**src/rtl/fetch_ctrl_pkg.sv**
```systemverilog
// rtl/fetch_ctrl_pkg.sv - fetch-stage constants, state encoding and PC range helper
package fetch_ctrl_pkg;

    localparam logic [31:0] PC_RESET = 32'h0000_3000;
    localparam logic [31:0] IM_BASE  = 32'h0000_3000;
    localparam logic [31:0] IM_LIMIT = 32'h0000_6FFC;

    typedef enum logic {
        FC_FETCH = 1'b0,
        FC_READY = 1'b1
    } fc_state_e;

    // A PC outside instruction memory or not word aligned is fetched as an exception nop.
    function automatic logic pc_is_bad(input logic [31:0] pc);
        return (pc[1:0] != 2'b00) || (pc < IM_BASE) || (pc > IM_LIMIT);
    endfunction

endpackage

```
**src/rtl/fetch_ctrl_if.sv**
```systemverilog
// rtl/fetch_ctrl_if.sv - instruction-memory request/ack bus between fetch_ctrl and imem
interface fetch_ctrl_if;
    logic        imem_req;
    logic [31:0] imem_addr;
    logic        imem_ack;
    logic [31:0] imem_rdata;

    modport master (output imem_req, output imem_addr, input imem_ack, input imem_rdata);
    modport slave  (input imem_req, input imem_addr, output imem_ack, output imem_rdata);
endinterface

```
**src/rtl/fetch_ctrl.sv**
```systemverilog
// rtl/fetch_ctrl.sv - F-stage sequencer: owns the fetch PC, issues imem requests and
// buffers one instruction while the hazard unit stalls.
module fetch_ctrl
    import fetch_ctrl_pkg::*;
(
    input  logic         clk,
    input  logic         reset,
    input  logic [31:0]  npc_in,
    input  logic         stall,
    fetch_ctrl_if.master imem,
    output logic [31:0]  f_pc,
    output logic [31:0]  f_instr,
    output logic         f_valid,
    output logic         f_exc
);

    fc_state_e   state_q, state_d;
    logic [31:0] pc_q, pc_d;
    logic [31:0] ibuf_q, ibuf_d;
    logic        excbuf_q, excbuf_d;
    logic        bad_pc;
    logic        advance;

    assign bad_pc  = pc_is_bad(pc_q);
    assign advance = f_valid && !stall;

    always_ff @(posedge clk) begin
        if (reset) begin
            state_q  <= FC_FETCH;
            pc_q     <= PC_RESET;
            ibuf_q   <= 32'h0;
            excbuf_q <= 1'b0;
        end else begin
            state_q  <= state_d;
            pc_q     <= pc_d;
            ibuf_q   <= ibuf_d;
            excbuf_q <= excbuf_d;
        end
    end

    always_comb begin
        state_d  = state_q;
        pc_d     = pc_q;
        ibuf_d   = ibuf_q;
        excbuf_d = excbuf_q;
        unique case (state_q)
            FC_FETCH: begin
                if (advance) begin
                    pc_d = npc_in;
                end else if (f_valid) begin
                    // Stalled on the delivery cycle: capture so the word is never refetched.
                    ibuf_d   = f_instr;
                    excbuf_d = f_exc;
                    state_d  = FC_READY;
                end
            end
            FC_READY: begin
                if (!stall) begin
                    pc_d    = npc_in;
                    state_d = FC_FETCH;
                end
            end
            default: state_d = FC_FETCH;
        endcase
    end

    always_comb begin
        imem.imem_req  = (state_q == FC_FETCH) && !bad_pc;
        imem.imem_addr = pc_q;
        f_pc           = pc_q;
        if (state_q == FC_READY) begin
            f_valid = 1'b1;
            f_instr = ibuf_q;
            f_exc   = excbuf_q;
        end else begin
            // Zero-wait path: ack flows straight through to the F/D enable.
            f_valid = imem.imem_ack || bad_pc;
            f_instr = bad_pc ? 32'h0 : imem.imem_rdata;
            f_exc   = bad_pc;
        end
    end

endmodule

```
**src/flat_wrapper.sv**
```systemverilog
// flat-port wrapper written by rule: the top's interface ports become plain ports
module fetch_ctrl_flat import fetch_ctrl_pkg::*;
  (clk, reset, npc_in, stall, f_pc, f_instr, f_valid, f_exc, imem_imem_req, imem_imem_addr, imem_imem_ack, imem_imem_rdata);
  fetch_ctrl_if imem_i ();
  input  logic clk;
  input  logic reset;
  input  logic [31:0] npc_in;
  input  logic stall;
  output logic [31:0] f_pc;
  output logic [31:0] f_instr;
  output logic f_valid;
  output logic f_exc;
  output wire logic [$bits(imem_i.imem_req)-1:0] imem_imem_req;
  output wire logic [$bits(imem_i.imem_addr)-1:0] imem_imem_addr;
  input wire logic [$bits(imem_i.imem_ack)-1:0] imem_imem_ack;
  input wire logic [$bits(imem_i.imem_rdata)-1:0] imem_imem_rdata;
  assign imem_imem_req = imem_i.imem_req;
  assign imem_imem_addr = imem_i.imem_addr;
  assign imem_i.imem_ack = imem_imem_ack;
  assign imem_i.imem_rdata = imem_imem_rdata;
  fetch_ctrl u_core (.clk(clk), .reset(reset), .npc_in(npc_in), .stall(stall), .imem(imem_i), .f_pc(f_pc), .f_instr(f_instr), .f_valid(f_valid), .f_exc(f_exc));
endmodule
```
**config.mk**
```make
export PLATFORM = sky130hd
export DESIGN_NAME = fetch_ctrl_flat
export DESIGN_NICKNAME = d
export VERILOG_FILES = /design/src/rtl/fetch_ctrl_pkg.sv /design/src/rtl/fetch_ctrl_if.sv /design/src/rtl/fetch_ctrl.sv /design/src/flat_wrapper.sv
export SDC_FILE = /design/constraint.sdc
export NUM_CORES = 1
export LEC_CHECK = 0
export BUFFER_PORTS_ARGS = -buffer_cell sky130_fd_sc_hd__buf_2
export CAP_MARGIN = 10
export CORE_MARGIN = 5
export CORE_UTILIZATION = 30
export DETAILED_ROUTE_END_ITERATION = 8
export SKIP_LAST_GASP = 1
export SYNTH_ARGS = -nofsm -noshare
export SYNTH_HDL_FRONTEND = slang
export SYNTH_SLANG_ARGS = --single-unit
```
**constraint.sdc**
```tcl
create_clock -name clk -period 2.9 [get_ports clk]
set_input_delay 0.29 -clock clk [delete_from_list [all_inputs] [get_ports clk]]
set_output_delay 0.29 -clock clk [all_outputs]
set_load 0.02 [all_outputs]
```
==> results.toml <==
[logic_synthesis]
synth_top_area_share_pct = 37.1
yosysMostFrequentCell = "nand2_1"
netlist_instances = 390
synth_common_cells = "nand2_1 (94), dfxtp_1 (66), mux2i_1 (64), nand4_1 (34), buf_4 (33)"
syn_area_per_cell_um2 = 9.12
ys.flop_type = "dfxtp_1"
ys_seq_area_share_pct = 37.1
synthXorXnorAreaFrac_pct = 0
synth_cell_type_count = 30
synth_edf_count = 0
ys_top_cells_by_area = "dfxtp_1 (37%), mux2i_1 (18%), nand2_1 (9.9%), a22o_1 (7.9%), buf_4 (7.0%)"
synth_fp_nets = 458
muxShareOfSynthArea_pct = 18.3
async_flop_share_pct = 0
synth_top_family_by_area = "simple AND/OR/NAND/NOR gates"
synth_area_leader_cell = "dfxtp_1"
synth_compound_area_share_pct = 11.3
netlist_area_um2 = 3560
synth_warnings = 0
synthAdderAreaFrac_pct = 0
synth-simple-area-share_pct = 20.2
ys_ff_latch = 66

[finish]
drive_gt1_share_pct = 38.4
final_cell_area_um2 = 4500
nNetsFinal = 577
diodes = 0
area_delta_synth_final_pct = 26.6
instances_no_fill = 656

[global_routing]
grt.total_usage_pct = 13.6
grt_pass1_wl_mm = 15.9
grt_overflow_total = 0
grt_max_degree = 65
antenna_found_initial = 0
grt_pass1_vias = 3158

[flow_run]
maxCapViolCount = 0

[pwr]
p_seq_share_pct = 39.7
switching_share_pct = 27.6
clkPwrFrac_pct = 42.6
p_sw_mw = 0.679
ir_drop_mv = 0.270
internal_power_mw = 1.78
power_frac_comb_pct = 17.7
cellPowerDensity_nw_per_um2 = 546
p_leak_nw = 2.15
power.total_mw = 2.46

[cts]
clock_latency_ns = 0.32
clock_path_buffers = 2
clock-sinks = 66
cts.htree.levels = 3
cts_hold_repair.buffers = 0
tritoncts = "done"
cts_made_buffers = 9
clk_pin_slew_ns = 0.05
cts_setup_buffers = 0
root_buffer = "clkbuf_16"
cts-resized-gates = 0

[worst_hold_path]
min_path_type = "in2reg"

[die]
ioPinCount = 167
initial_utilization_pct = 30.9
core_area_um2 = 11500
rows = 39
die_x_um = 119
die_h_um = 119
die-area_um2 = 14100

[timing]
max_slew_margin_pct = 39.7
fin_tns_setup_ns = 0
rsz0062_at_grt = "no"
fmax_ghz = 0.369
fin_crit_ns = 2.71
hold_slack_ns = 0.210
finalHoldViolCount = 0
drv_slew = 0
skew_ns = 0.00480
tightest_slew_ns = 0.905
period_share_pct = 93.6
finalSetupViolCount = 0

[critical_path]
startpoint_type = "flip-flop"
required_ns = 2.61
crit_arrival_ns = 2.42
slowest_stage = "or4_4"
crit_chain = "or4_4 -> nor4_4 -> and4_1 -> buf_4 -> a22o_1 -> buf_2"
crit_fanout = 34
endpoint_kind = "primary output"
worst-setup-path-type = "reg2out"
crit_path_max_incr_delay_ns = 0.57

[routing]
drtIter0Drc = 102
vias_per_cell = 4.87
detail-route-antenna-nets = 0
wl_mm = 9.80
post_drt_wl_per_cell_um = 14.9
dr.pass1.iters = 4
route.detailed.drc = 0
vias = 3195

[placement]
place.gp.congestion = 0.742
port_buffers = 166
hpwlAfterDp_mm = 7.27
place_area_um2 = 4220
placed_cells = 641

[status]
status = "completed"
## stage by stage
stage	worst slack (ns)	utilization [%]
after floorplan	0.427	-
after global placement	0.442	36.6
after detailed placement	0.375	36.6
after CTS	0.156	39.1
after global routing	0.0455	39.1
final	0.186	39.1
## logic make-up after synthesis
logic type | Yosys count
muxes | 65
DFF | 66
and+or+nand+nor | 147
buffers and inverters | 70
AOI/OAI and AO/OA | 42
## worst paths after layout
check                           end              start  depth (start not counted)  slack [ns]
setup / recovery        f_instr[25]     u_core.f_pc[0]                          6        0.19
hold / removal      u_core.f_pc[31]         npc_in[31]                          3        0.21
setup reg to reg    u_core.f_pc[19]     u_core.f_pc[0]                          6        0.39
hold reg to reg   u_core.ibuf_q[19]  u_core.ibuf_q[19]                          2        0.46
## sequential cells by signal, indices dropped and copies added (netlist names)
signal and cells:
u_core.excbuf_q 1, u_core.f_pc 32, u_core.ibuf_q 32, u_core.state_q 1
## layer usage
layer | vias to the layer above | global-route usage (%) | part of all wire, %
met1 | 1494 | 18.2 | 47
met4 | 0 | 4.34 | 1.0
met2 | 101 | 21.3 | 46
li1 | 1591 | - | -
met5 | - | 0 | 0
met3 | 9 | 3.84 | 6.3
## cell usage in the layout, fill, tap and decap left out, types with 3 or more instances in the layout
| master | Yosys | layout |
|---|---|---|
| buf_2 | 7 | 166 |
| nand2_1 | 94 | 94 |
| dfxtp_1 | 66 | 66 |
| mux2i_1 | 64 | 64 |
| nand4_1 | 34 | 34 |
| a22o_1 | 32 | 32 |
| clkbuf_16 | 0 | 9 |
| nor2_1 | 7 | 7 |
| buf_4 | 33 | 6 |
| or4_1 | 3 | 3 |
| inv_1 | 3 | 3 |
| clkinv_2 | 0 | 3 |
## final cells by class
class / instances / area, um^2
Timing Repair Buffer: 174 / 916
Clock buffer: 12 / 246
Multi-Input combinational cell: 254 / 1790
Tap cell: 143 / 179
Sequential cell: 66 / 1320
Clock inverter: 3 / 40.0
Fill cell: 1204 / 7010
Inverter: 4 / 16.3
## power groups by stage
stage          clock network [mW]  logic [mW]  registers, mW
2_1_floorplan                   0       0.288           1.02
3_3_place_gp                    0       0.436          0.995
3_5_place_dp                    0       0.440          0.997
4_1_cts                      1.08       0.442          0.978
5_1_grt                      1.13       0.471          0.984
6_report                     1.05       0.435          0.978
## critical path, delay by kind of cell (launching register included)
kind | cells | cell delay, ns
compound gates | 1 | 0.20
flops | 1 | 0.37
buf+inv | 2 | 0.50
simple gates | 3 | 1.02
(Power assumes the default switching activity.)
